`src/rtl/pkg_drop_walker.sv`:
```
// pkg_drop_walker: drop/release walker between the per-port packet-read front
// ends and the address-recycle path.
//
// Four ports post (first address, block count - 1) requests. One is granted
// round-robin, and its linked list is walked through the link-list SRAM drop-read
// port. Every block address goes to the recycle input in chain order. Only one
// packet is handled at a time.
//
// Optional build macro: PKG_DROP_TIMEOUT_EN
//   defined   : WAIT is bounded by a 6-bit counter; after 63 cycles with no SRAM
//               return, oTimeoutErr pulses, the packet is abandoned and the FSM
//               goes back to IDLE.
//   undefined : WAIT waits indefinitely and oTimeoutErr is tied to 0.

module pkg_drop_walker #(
  parameter int ADDR_LENTH = 12,
  parameter int NUM_WIDTH  = 4
) (
  input  logic                  iClk,
  input  logic                  iRst_n,

  // Port 0 request
  input  logic [ADDR_LENTH-1:0] iPkgFirAddr0,
  input  logic                  iPkgFirAddrVld0,
  input  logic [NUM_WIDTH-1:0]  iPkgBlockNum0,
  output logic                  oPkgFirAddrRdy0,

  // Port 1 request
  input  logic [ADDR_LENTH-1:0] iPkgFirAddr1,
  input  logic                  iPkgFirAddrVld1,
  input  logic [NUM_WIDTH-1:0]  iPkgBlockNum1,
  output logic                  oPkgFirAddrRdy1,

  // Port 2 request
  input  logic [ADDR_LENTH-1:0] iPkgFirAddr2,
  input  logic                  iPkgFirAddrVld2,
  input  logic [NUM_WIDTH-1:0]  iPkgBlockNum2,
  output logic                  oPkgFirAddrRdy2,

  // Port 3 request
  input  logic [ADDR_LENTH-1:0] iPkgFirAddr3,
  input  logic                  iPkgFirAddrVld3,
  input  logic [NUM_WIDTH-1:0]  iPkgBlockNum3,
  output logic                  oPkgFirAddrRdy3,

  // Link-list SRAM drop-read port
  output logic [ADDR_LENTH-1:0] oLinkAddr,
  output logic                  oLinkAddrVld,
  input  logic [ADDR_LENTH-1:0] iLinkData,
  input  logic                  iLinkDataVld,

  // Recycle output to the free-address controller
  output logic [ADDR_LENTH-1:0] oRecAddr,
  output logic                  oRecAddrVld,
  input  logic                  iRecAddrRdy,

  // Status
  output logic                  oBusy,
  output logic                  oTimeoutErr
);

  typedef enum logic [1:0] {
    StIdle = 2'd0,
    StEmit = 2'd1,
    StRead = 2'd2,
    StWait = 2'd3
  } stateE;

  stateE                 rState;
  logic [1:0]            rRrPtr;
  logic [ADDR_LENTH-1:0] rCurAddr;
  logic [NUM_WIDTH-1:0]  rRemain;

`ifdef PKG_DROP_TIMEOUT_EN
  localparam logic [5:0] TimeoutLast = 6'd62;
  logic [5:0]            rTimeCnt;
`endif

  // Request bundles gathered into arrays so the arbiter can index them
  logic [ADDR_LENTH-1:0] reqAddr [4];
  logic [NUM_WIDTH-1:0]  reqNum  [4];
  logic [3:0]            reqVld;

  assign reqAddr[0] = iPkgFirAddr0;
  assign reqAddr[1] = iPkgFirAddr1;
  assign reqAddr[2] = iPkgFirAddr2;
  assign reqAddr[3] = iPkgFirAddr3;

  assign reqNum[0]  = iPkgBlockNum0;
  assign reqNum[1]  = iPkgBlockNum1;
  assign reqNum[2]  = iPkgBlockNum2;
  assign reqNum[3]  = iPkgBlockNum3;

  assign reqVld     = {iPkgFirAddrVld3, iPkgFirAddrVld2, iPkgFirAddrVld1, iPkgFirAddrVld0};

  logic       grantFound;
  logic [1:0] grantIdx;
  logic [3:0] grantVec;

  // Round-robin search starting just after the last granted port
  always_comb begin
    logic [1:0] cand;
    grantFound = 1'b0;
    grantIdx   = rRrPtr;
    cand       = rRrPtr;
    for (int i = 1; i <= 4; i++) begin
      cand = rRrPtr + 2'(i);
      if (!grantFound && reqVld[cand]) begin
        grantFound = 1'b1;
        grantIdx   = cand;
      end
    end
  end

  // Ready is combinational and only ever offered while idle
  always_comb begin
    grantVec = 4'b0000;
    if (rState == StIdle && grantFound) begin
      grantVec = 4'b0001 << grantIdx;
    end
  end

  assign oPkgFirAddrRdy0 = grantVec[0];
  assign oPkgFirAddrRdy1 = grantVec[1];
  assign oPkgFirAddrRdy2 = grantVec[2];
  assign oPkgFirAddrRdy3 = grantVec[3];

`ifndef PKG_DROP_TIMEOUT_EN
  assign oTimeoutErr = 1'b0;
`endif

  // Walker FSM with registered outputs; reset abandons any packet in flight
  always_ff @(posedge iClk or negedge iRst_n) begin
    if (!iRst_n) begin
      rState       <= StIdle;
      rRrPtr       <= 2'd3;
      rCurAddr     <= '0;
      rRemain      <= '0;
      oRecAddr     <= '0;
      oRecAddrVld  <= 1'b0;
      oLinkAddr    <= '0;
      oLinkAddrVld <= 1'b0;
      oBusy        <= 1'b0;
`ifdef PKG_DROP_TIMEOUT_EN
      rTimeCnt     <= '0;
      oTimeoutErr  <= 1'b0;
`endif
    end else begin
`ifdef PKG_DROP_TIMEOUT_EN
      oTimeoutErr <= 1'b0;
`endif
      case (rState)
        StIdle: begin
          if (grantFound) begin
            rCurAddr    <= reqAddr[grantIdx];
            rRemain     <= reqNum[grantIdx];
            rRrPtr      <= grantIdx;
            oRecAddr    <= reqAddr[grantIdx];
            oRecAddrVld <= 1'b1;
            oBusy       <= 1'b1;
            rState      <= StEmit;
          end
        end

        StEmit: begin
          if (iRecAddrRdy) begin
            oRecAddrVld <= 1'b0;
            if (rRemain == '0) begin
              oBusy  <= 1'b0;
              rState <= StIdle;
            end else begin
              oLinkAddr    <= rCurAddr;
              oLinkAddrVld <= 1'b1;
              rState       <= StRead;
            end
          end
        end

        StRead: begin
          // The strobe was raised on entry; drop it so it lasts one cycle
          oLinkAddrVld <= 1'b0;
`ifdef PKG_DROP_TIMEOUT_EN
          rTimeCnt     <= '0;
`endif
          rState       <= StWait;
        end

        StWait: begin
          if (iLinkDataVld) begin
            // rRemain is non-zero here: READ is only entered when blocks remain
            rCurAddr    <= iLinkData;
            rRemain     <= rRemain - 1'b1;
            oRecAddr    <= iLinkData;
            oRecAddrVld <= 1'b1;
            rState      <= StEmit;
          end
`ifdef PKG_DROP_TIMEOUT_EN
          else if (rTimeCnt == TimeoutLast) begin
            // 63rd silent WAIT cycle: give up on this packet
            oTimeoutErr <= 1'b1;
            oBusy       <= 1'b0;
            rState      <= StIdle;
          end else begin
            rTimeCnt <= rTimeCnt + 6'd1;
          end
`endif
        end

        default: begin
          oRecAddrVld  <= 1'b0;
          oLinkAddrVld <= 1'b0;
          oBusy        <= 1'b0;
          rState       <= StIdle;
        end
      endcase
    end
  end

endmodule

```
`config.mk`:
```
export PLATFORM = sky130hd
export DESIGN_NAME = pkg_drop_walker
export DESIGN_NICKNAME = d
export VERILOG_FILES = /design/src/rtl/pkg_drop_walker.sv
export SDC_FILE = /design/constraint.sdc
export NUM_CORES = 1
export LEC_CHECK = 0
export BUFFER_PORTS_ARGS = -buffer_cell sky130_fd_sc_hd__buf_2
export CAP_MARGIN = 40
export CORE_MARGIN = 4
export CORE_UTILIZATION = 40
export CTS_CLUSTER_DIAMETER = 50
export DETAILED_ROUTE_END_ITERATION = 6
export PLACE_DENSITY_LB_ADDON = 0.15
export SLEW_MARGIN = 25
export SYNTH_ARGS = -nofsm -noshare
export SYNTH_HDL_FRONTEND = slang
export SYNTH_SLANG_ARGS = --single-unit
export TNS_END_PERCENT = 10
```
`constraint.sdc`:
```
create_clock -name iClk -period 2.3 [get_ports iClk]
set_input_delay 0.46 -clock iClk [delete_from_list [all_inputs] [get_ports iClk]]
set_output_delay 0.46 -clock iClk [all_outputs]
set_load 0.005 [all_outputs]
```
After elaboration in Yosys (flattened, before gate mapping):

Index checks and enable logic that the tools add are counted.
Widths: inputs -> output; s select.

* register bits: 35
* logic and storage cells: 92

* $add $sub $neg: 4
* order comparisons: 5
* eq/ne operators: 8
* shifts and indexed selects: 1
* muxes and demuxes: 44
* bitwise operators: 2
* reductions and logical operators: 20

Operators with widths (count)
* $mux 12: 4
* $bmux 12 s2: 1
* $pmux 12 s2: 1
* $mux 4: 5
* $mux 2: 8
* $mux 1: 15
* $lt 2x3->1 const B: 4
* $reduce_and 3->1: 4
* $ne 2x2->1 const B: 5
* $bmux 1 s2: 4
* $bmux 4 s2: 1
* $pmux 2 s4: 1
* $pmux 4 s2: 1
* $reduce_and 4->1: 2
* $reduce_bool 2->1: 3
* $add 2x2->2 const B: 2
* $eq 2x2->1 const B: 2
* $logic_and 1x1->1: 4
* $logic_not 4->1: 1
* $pmux 1 s2: 2
* $shl 1x2->4 const A: 1
* $sub 4x1->4 const B: 1
* $ge 3x3->1 const B: 1
* $logic_not 1->1: 3
* other kinds (8): 8

Depth between registers and ports, before layout:

Gate-level depths: netlist of the first run.

* word-level depth: 19
* gate-level depth with buffers: 8
* mapped depth without buffers: 7

Least setup slack after synthesis of the first run:

Ideal clock, no wire load.

* path kind: reg2reg
* start point: register rState[0]
* end point: register rCurAddr[5]
* library setup time: 0.143 ns
* arrival: 1.921 ns
* required time: 2.157 ns
* path slack: 0.236 ns
* stages on the path, launching flop included: 9
* path buffers: 2
* cells stage by stage: dfrtp_1 ha_1 clkbuf_1 inv_1 nand3_1 or4_1 buf_4 a211oi_1 a211oi_1

* cells in the longest elaborated chain, start to end: 3
* elaborated cells on any way between the ends: 7

Ends and longest elaborated chain
* start: declaration: line 69 `stateE rState;`
* start signal: assignment: line 135 `rState <= StIdle;`
* start signal: assignment: line 161 `rState <= StEmit;`
* start signal: assignment: line 170 `rState <= StIdle;`
* $eq 2x2->1 / $logic_not 2->1 (equally long branches): line 152 `case (rState)`
* $ne 2x2->1 (no source line) / $reduce_bool 2->1 (equally long branches)
* $reduce_and 3->1 (no source line)
* end signal: assignment: line 155 `rCurAddr <= reqAddr[grantIdx];`
* end signal: assignment: line 191 `rCurAddr <= iLinkData;`
* end: declaration: line 71 `logic [ADDR_LENTH-1:0] rCurAddr;`

Parallel ways exist; a longest one is shown, timed or not.
A chain may end at the register's enable or synchronous reset.

Worst setup path in the final report of the first run:

* start point: register rRrPtr[0]
* end point: output port oPkgFirAddrRdy1

* cells in the longest elaborated chain, start to end: 15
* elaborated cells on any way between the ends: 28

Ends and longest elaborated chain
* start: declaration: line 70 `logic [1:0] rRrPtr;`
* start signal: assignment: line 157 `rRrPtr <= grantIdx;`
* $add 2x1->2: line 107 `cand = rRrPtr + 2'(i);`
* $bmux 1 s2: line 108 `if (!grantFound && reqVld[cand]) begin`
* $mux 1 (not written as such): line 108
* $mux 1: line 108
* $logic_not 1->1: line 108
* $logic_and 1x1->1: line 108
* $mux 1: line 108
* $logic_not 1->1: line 108
* $logic_and 1x1->1: line 108
* $mux 1: line 108
* $logic_not 1->1: line 108
* $logic_and 1x1->1: line 108
* $mux 2 / $mux 1 (equally long branches): line 108
* $shl 1x2->4 / $logic_and 1x1->1 (equally long branches): line 119, 118
* $mux 4 *: line 118 `if (rState == StIdle && grantFound) begin`
* end: declaration: line 32 `output logic oPkgFirAddrRdy1,`

Every way passes the cells marked *; elsewhere a longest branch is shown, timed or not. The select of a mux whose other input is x is not followed.

==> results of run 1 <==
==> placed cells by master (no fill, tap or decap), types with 6 or more instances in the layout <==
cell / n
nor2_1: 22
o21ai_0: 18
inv_1: 20
nand3_1: 6
dfrtp_1: 33
buf_2: 114
nand2_1: 11
a221o_1: 9
buf_4: 16
a31oi_1: 14
o22ai_1: 13
a21oi_1: 6
a211oi_1: 26
nand3b_1: 8
mux2_2: 13
mux2i_1: 21
==> cells by family (layout without fill, tap and decap cells) <==
kind of cell / after synthesis / count (layout)
AO/OA/AOI/OAI: 103 / 103
adder cells (fa/ha/maj): 5 / 5
buffers and inverters: 43 / 160
flip-flops: 35 / 35
multiplexers: 35 / 35
other: 1 / 1
AND/OR/NAND/NOR: 65 / 65
==> flip-flops by register name, indices dropped and copies added (netlist names) <==
register / flops
oLinkAddr: 12
rCurAddr: 12
rRrPtr: 2
rRemain: 4
oRecAddrVld: 1
oBusy: 1
rState: 2
oLinkAddrVld: 1
==> Yosys cell counts, drive strengths merged (2+ instances only) <==
library cell	number	area [um^2]
a211oi	26	195
a21boi	2	15.0
a21oi	6	30.0
a221o	9	90.1
a221oi	3	26.3
a31oi	14	87.6
and3	2	12.5
buf	12	76.3
clkbuf	11	41.3
dfrtp	33	826
dfstp	2	52.6
ha	5	62.6
inv	20	75.1
mux2	14	158
mux2i	21	210
nand2	12	61.3
nand2b	5	31.3
nand3	6	30.0
nand3b	8	60.1
nor2	22	82.6
o21ai	19	98.9
o221ai	3	26.3
o22a	3	26.3
o22ai	13	81.3
or2	2	12.5
or4	2	15.0
==> cell type report <==
type	count	share of cell area
flip-flops and latches	35	0.258
clock inverters	2	0.0177
inverters	20	0.0221
repair buffers	132	0.212
clock buffers	6	0.0213
well taps	75	0.0276
multi-input cells	209	0.441
==> report_power, final <==
part | leakage, nW | internal [mW] | switching (mW) | total [mW]
Clock | 0.0654 | 0.433 | 0.216 | 0.649
Combinational | 1.13 | 1.05 | 1.08 | 2.12
Sequential | 0.382 | 0.937 | 0.291 | 1.23
==> per-stage QoR <==
step / instance area, um^2 / power (mW)
after floorplan: 2570 / 2.61
after global placement: 3230 / 3.29
after detailed placement: 3230 / 3.35
after CTS: 3370 / 4.02
after global routing: 3400 / 4.34
final: 3400 / 4.00
==> worst paths after layout <==
path / startpoint / endpoint / slack (ns) / cells after the start
max: rRrPtr[0] / oPkgFirAddrRdy1 / 0.10 / 6
min: oLinkAddr[11] / oLinkAddr[11] / 0.50 / 1
max reg2reg: rState[0] / rCurAddr[6] / 0.25 / 7
min reg2reg: oLinkAddr[11] / oLinkAddr[11] / 0.50 / 1
max in group asynchronous: iRst_n / rRrPtr[0] / 1.33 / 3
min in group asynchronous: iRst_n / rState[0] / 0.53 / 2
==> per-layer routing <==
layer,up-vias,global-route usage,share of wire
met5,-,0,0
met4,0,0.0412,0.0092
met1,1198,0.289,0.47
met3,6,0.0357,0.080
met2,114,0.284,0.44
li1,1318,-,-
==> timing repair <==
action | 4_1_cts | 5_1_grt
endpoints found under the setup margin | 0 | 4
endpoints found under the hold margin | 0 | 4
hold buffers | 0 | 1
resized for setup | 0 | 2
==> results.cfg, run 1 <==
[setup_path]
cp_data_arrival_time_ns = 1.74
crit_type = register to output pin
cp-end-kind = output pin
cpMaxStageDelayCell = dfstp_2
required_ns = 1.84
critPathMaxStageDelay_ns = 0.56
startpoint_type = register
crit_buf_inv = 1
cp_max_fo = 5
cp_top_family = simple AND/OR/NAND/NOR gates
crit_chain = nand2b_1 > a21oi_1 > or3_1 > nand3_1 > nor2_1 > buf_2

[yosys]
synth_warnings = 0
synth_xor_area_frac = 0
synth-compound-area-share = 0.279
syn_inst = 287
ys_seq_area_frac = 0.342
synthSimpleGateAreaFrac = 0.134
ys_async_sr_fraction = 1.00
synth-seq-cells = 35
muxShareOfSynthArea = 0.143
yosysUniqueCellTypes = 44
syn_area_mm2 = 0.00257
synth_edf_count = 0
yosys.area_share.adder = 0.0244
synthFlopType = dfrtp_1
synth_top_family_by_area = compound AO/OA/AOI/OAI gates
synth.avg_cell_area_um2 = 8.94
syn-num-nets = 376

[global_route]
antenna_found_initial = 0
globalRouteOverflowTotal = 0
grt_first_pass_wirelength_um = 11800
grt_pass1_vias = 2428
grt_max_degree = 36
track_usage = 0.191

[timing]
min_period_ns = 2.20
fin_hold_ws_ns = 0.502
max_clock_freq_ghz = 0.455
setup_viol = 0
setup_tns_ns = 0
clock_skew_ns = 0.00629
finalWorstSetupSlack_ns = 0.103
hold_viol = 0
rsz0062_at_grt = false
drv_slew = 0
final.period_utilization = 0.955

[clock_tree]
htreeDepth = 2
clkTransAtPathRegs_ns = 0.07
clock-sinks = 35
cts_tree = yes
post_cts_buffers = 0
clk_latency_ns = 0.28
cts_buffer_depth = 2
cts-root-buf = clkbuf_8
cts_buffers = 5

[floorplan]
num_io_pins = 116
dieArea_mm2 = 0.00776
initial_utilization = 0.423
die_w_um = 88.1
die_h_um = 88.1
core_area_mm2 = 0.00606
std_cell_rows = 28

[placement]
place_inst = 469
hpwlAfterDp_um = 5950
pre_cts_slack_ns = 0.101
gp_congestion = 0.813
io_buffer_count = 114

[status]
outcome = completed

[finish]
fillers = 579
nNetsFinal = 492
num_antenna_cells = 0
fin_util = 0.561
drive_above_1_share = 0.391
area_growth_pct = 32.5
regArea_um2 = 878
multi_input_area_mm2 = 0.00150
stdcell_count = 479

[route]
detail_route.wirelength_um = 7320
drc = 0
vias_per_cell = 5.50
firstDrtPassIters = 4
vias = 2636
routedWlPerCell_um = 15.3
antenna_left = 0
drtIter0Drc = 141

[flow_run]
maxCapViolations = 0

[pwr]
ir_drop_v = 0.000712
p_per_area_mw_per_mm2 = 1180
leakage_nw = 1.58

[worst_hold_path]
hp-class = register to register
Note: power is estimated with default switching activity, not from simulation.
==> run 2: changes to the inputs <==
Settings changed: CORE_MARGIN 4 to not set, SKIP_LAST_GASP set to 1.
==> results.cfg, run 2 (synthesis gave the netlist of run 1 again) <==
[route]
drc = 0
routedWlPerCell_um = 14.5
firstDrtPassIters = 4
drtIter0Drc = 181
antenna_left = 0
vias = 2612
vias_per_cell = 5.45
detail_route.wirelength_um = 6950

[status]
outcome = completed

[setup_path]
crit_type = register to output pin
cp_data_arrival_time_ns = 1.73
required_ns = 1.84
r2r_cells = 7
cp-end-kind = output pin
cp_max_fo = 7
startpoint_type = register

[pwr]
p_int_mw = 2.43
power_switching_mw = 1.59
pwr-share-clk = 0.163
p_seq_frac = 0.305
ir_drop_v = 0.000665
p_per_area_mw_per_mm2 = 1170
leakage_nw = 1.59
p_sw_frac = 0.395
p_comb_frac = 0.532

[floorplan]
dieArea_mm2 = 0.00674
std_cell_rows = 28
die_h_um = 82.1
num_io_pins = 116
die_w_um = 82.1
core_area_mm2 = 0.00606
initial_utilization = 0.423

[finish]
final_common_cell = buf_2
num_antenna_cells = 0
final_area_mm2 = 0.00342
reg_top3 = oLinkAddr x12, rCurAddr x12, rRemain x4
drive_above_1_share = 0.396
nNetsFinal = 492
area_growth_pct = 33.2
final_cell_mix = buf_2 (114), dfrtp_1 (33), a211oi_1 (26), nor2_1 (22), mux2i_1 (21)

[worst_hold_path]
hp-class = primary input to asynchronous set/reset pin

[placement]
hpwlAfterDp_um = 5600
gp_congestion = 0.830
io_buffer_count = 114
pre_cts_slack_ns = 0.101
dpl_cell_area_mm2 = 0.00324

[timing]
clock_skew_ns = 0.00321
worst_pin_slew_ns = 0.484
finalWorstSetupSlack_ns = 0.113
max_clock_freq_ghz = 0.457
rsz0062_at_grt = true
setup_viol = 0
final.period_utilization = 0.951
drv_slew = 0
min_period_ns = 2.19
setup_tns_ns = 0
relSlewSlack = 0.673
hold_viol = 0
fin_hold_ws_ns = 0.0821

[flow_run]
maxCapViolations = 0

[clock_tree]
post_cts_buffers = 0
cts_buffers = 5
clock-sinks = 35
cts-root-buf = clkbuf_8
clk_latency_ns = 0.29
cts_tree = yes
cts_hold_buf = 0
cts_buffer_depth = 2
htreeDepth = 2
cts_resized = 0
clkTransAtPathRegs_ns = 0.07

[global_route]
grt_max_degree = 36
grt_first_pass_wirelength_um = 11100
grt_pass1_vias = 2341
antenna_found_initial = 0
track_usage = 0.215
globalRouteOverflowTotal = 0
run 2: cell types whose count changed in the layout (fill, tap and decap cells not counted):
cell | previous run | this run
nand2b_1 | 5 | 4
buf_12 | 1 | 0
dlygate4sd3_1 | 1 | 0
buf_16 | 0 | 1
buf_6 | 0 | 1
nand2b_4 | 0 | 1
run 2: layout make-up:
| class | count | area (um^2) |
|---|---|---|
| fillers | 575 | 2640 |
| multi-input cells | 209 | 1510 |
| flip-flops and latches | 35 | 878 |
| repair buffers | 132 | 729 |
| well taps | 75 | 93.8 |
| inverters | 20 | 75.1 |
| clock buffers | 6 | 72.6 |
| clock inverters | 2 | 60.1 |
run 2: final timing paths:
check                      slack, ns    startpoint               to
setup / recovery                0.11     rRrPtr[1]  oPkgFirAddrRdy0
min in group iClk               0.50  oLinkAddr[4]     oLinkAddr[4]
max in group asynchronous       1.72        iRst_n        rRrPtr[1]
setup reg to reg                0.26     rState[0]      rCurAddr[1]
hold reg to reg                 0.50  oLinkAddr[4]     oLinkAddr[4]
hold / removal                  0.08        iRst_n     oLinkAddr[9]
run 2: per-stage QoR:
| stage | std cells | total power, mW | utilization |
|---|---|---|---|
| floorplan | 287 | 2.61 | - |
| global placement | 469 | 3.27 | 0.533 |
| detailed placement | 470 | 3.35 | 0.535 |
| CTS | 478 | 4.01 | 0.557 |
| global route | 479 | 4.38 | 0.564 |
| finish | 479 | 4.01 | 0.564 |
run 2: power by group through the flow:
stage	sequential, mW	combinational, mW	clock (mW)
after floorplan	1.18	1.42	0
after global routing	1.28	2.40	0.697
after detailed placement	1.23	2.12	0
after CTS	1.22	2.13	0.661
after global placement	1.22	2.05	0
final	1.22	2.14	0.655
run 2: critical path: stages (launching register included):
cell and delay (ns):
dfstp_2 0.59, or2_2 0.12, a21oi_1 0.09, or3_1 0.34
nand3_1 0.13, nor2_1 0.05, buf_2 0.12
run 2: routing by layer:
layer	GRT usage	vias to the layer above	wire length [um]
li1	-	1318	-
met5	0	-	0
met1	0.317	1188	3380
met3	0.0407	2	454
met2	0.324	104	3080
met4	0.0456	0	29
==> run 3: changes to the inputs <==
Settings changed: BUFFER_PORTS_ARGS -buffer_cell sky130_fd_sc_hd__buf_2 to not set, CELL_PAD_IN_SITES_DETAIL_PLACEMENT set to 0, CELL_PAD_IN_SITES_GLOBAL_PLACEMENT set to 1, DONT_BUFFER_PORTS set to 1.
==> results.cfg, run 3 (synthesis gave the netlist of run 1 again) <==
[clock_tree]
clock-sinks = 35
cts_tree = yes
post_cts_buffers = 0
htreeDepth = 2
cts_hold_buf = 1
cts-root-buf = clkbuf_8
clk_latency_ns = 0.29
cts_resized = 0
clkTransAtPathRegs_ns = 0.08
cts_buffers = 5
cts_buffer_depth = 2

[pwr]
p_per_area_mw_per_mm2 = 1300
leakage_nw = 1.13
ir_drop_v = 0.000554

[finish]
stdcell_count = 364
reg_top3 = oLinkAddr x12, rCurAddr x12, rRemain x4
area_growth_pct = 9.46
nNetsFinal = 377
num_antenna_cells = 0
fin_util = 0.463
final_area_mm2 = 0.00281
drive_above_1_share = 0.156
final_common_cell = dfrtp_1
final_cell_mix = dfrtp_1 (33), a211oi_1 (26), nor2_1 (22), mux2i_1 (21), inv_1 (20)

[setup_path]
crit_chain = mux2i_1 > nand2_1 > and3_2 > buf_12 > nor2_1
cp_data_arrival_time_ns = 1.71
rrSetupSlack_ns = 0.24
r2r-start = rRrPtr[0]
critPathMaxStageDelay_ns = 0.60
startpoint_type = register
required_ns = 1.84
cp_top_family = flip-flops
cp_max_fo = 27
r2r_cells = 6
crit_buf_inv = 1
rr_endpoint = rCurAddr[5]
crit_type = register to output pin
cpMaxStageDelayCell = dfstp_2
cp-end-kind = output pin

[timing]
drv_slew = 0
hold_viol = 7
min_period_ns = 2.17
max_clock_freq_ghz = 0.460
fin_hold_ws_ns = -0.00688
setup_tns_ns = 0
rsz0062_at_grt = false
final.period_utilization = 0.944
clock_skew_ns = 0.00399
setup_viol = 0

[global_route]
antenna_found_initial = 0
grt_first_pass_wirelength_um = 10900
grt_max_degree = 36
globalRouteOverflowTotal = 0
grt_pass1_vias = 2108
track_usage = 0.213

[route]
antenna_left = 0
drc = 0
firstDrtPassIters = 4
vias_per_cell = 6.13
drtIter0Drc = 119
routedWlPerCell_um = 18.8
detail_route.wirelength_um = 6850
vias = 2231

[placement]
hpwlAfterDp_um = 5300
place_inst = 355
gp_congestion = 0.779
io_buffer_count = 0
dpl_cell_area_mm2 = 0.00268

[floorplan]
num_io_pins = 116
core_area_mm2 = 0.00606
die_h_um = 82.1
std_cell_rows = 28
die_w_um = 82.1
dieArea_mm2 = 0.00674
initial_utilization = 0.423

[status]
outcome = finished with violations
failed_checks = hold timing

[flow_run]
maxCapViolations = 0

[worst_hold_path]
hp-class = primary input to asynchronous set/reset pin
## run 3: cell count changes in the layout (fill, tap and decap cells not counted), sizes merged
cell	before	now
clkbuf	6	5
buf	132	17
bufinv	2	1
clkinv	0	2
## run 3: where the power goes
group	internal, mW	leakage, nW	switching, mW
Sequential	0.937	0.382	0.348
Combinational	0.866	0.690	0.931
Clock	0.323	0.0581	0.241
Total	2.13	1.13	1.52
## run 3: through the flow
step           setup slack [ns]  power [mW]
2_1_floorplan             0.236        2.61
3_3_place_gp              0.198        3.06
3_5_place_dp              0.108        3.09
4_1_cts                   0.115        3.67
5_1_grt                 0.00105        3.98
6_report                  0.128        3.65
## run 3: worst reg2reg max path, cell delays in order (launching register included)
cell and delay, ns:
dfstp_2 0.57, nand2b_1 0.15, a21oi_1 0.10, or4_1 0.49, buf_4 0.20, a211oi_1 0.36, a211oi_1 0.08
## run 3: how the worst max path moves through the flow
stage	start	endpoint	slack, ns	cells past startpoint
after floorplan	rState[0]	rCurAddr[5]	0.24	8
after global placement	iPkgFirAddrVld3	rCurAddr[0]	0.20	6
after detailed placement	iPkgFirAddrVld3	rCurAddr[1]	0.11	6
after CTS	rRrPtr[1]	oPkgFirAddrRdy3	0.12	5
after global routing	rRrPtr[1]	oPkgFirAddrRdy1	0.001	5
final	rRrPtr[1]	oPkgFirAddrRdy3	0.13	5
## run 3: area by class of cell
type	instances	area [um^2]
Timing Repair Buffer	17	153
Sequential cell	35	878
Clock buffer	5	68.8
Fill cell	584	3250
Multi-Input combinational cell	209	1500
Inverter	20	75.1
Tap cell	75	93.8
Clock inverter	3	43.8
## run 3: metal layers
layer / vias to the layer above / GRT usage / routed length (um)
met5: - / 0 / 0
met4: 0 / 0.0526 / 68
met3: 6 / 0.0451 / 588
met2: 111 / 0.303 / 2880
met1: 1024 / 0.321 / 3310
li1: 1090 / - / -
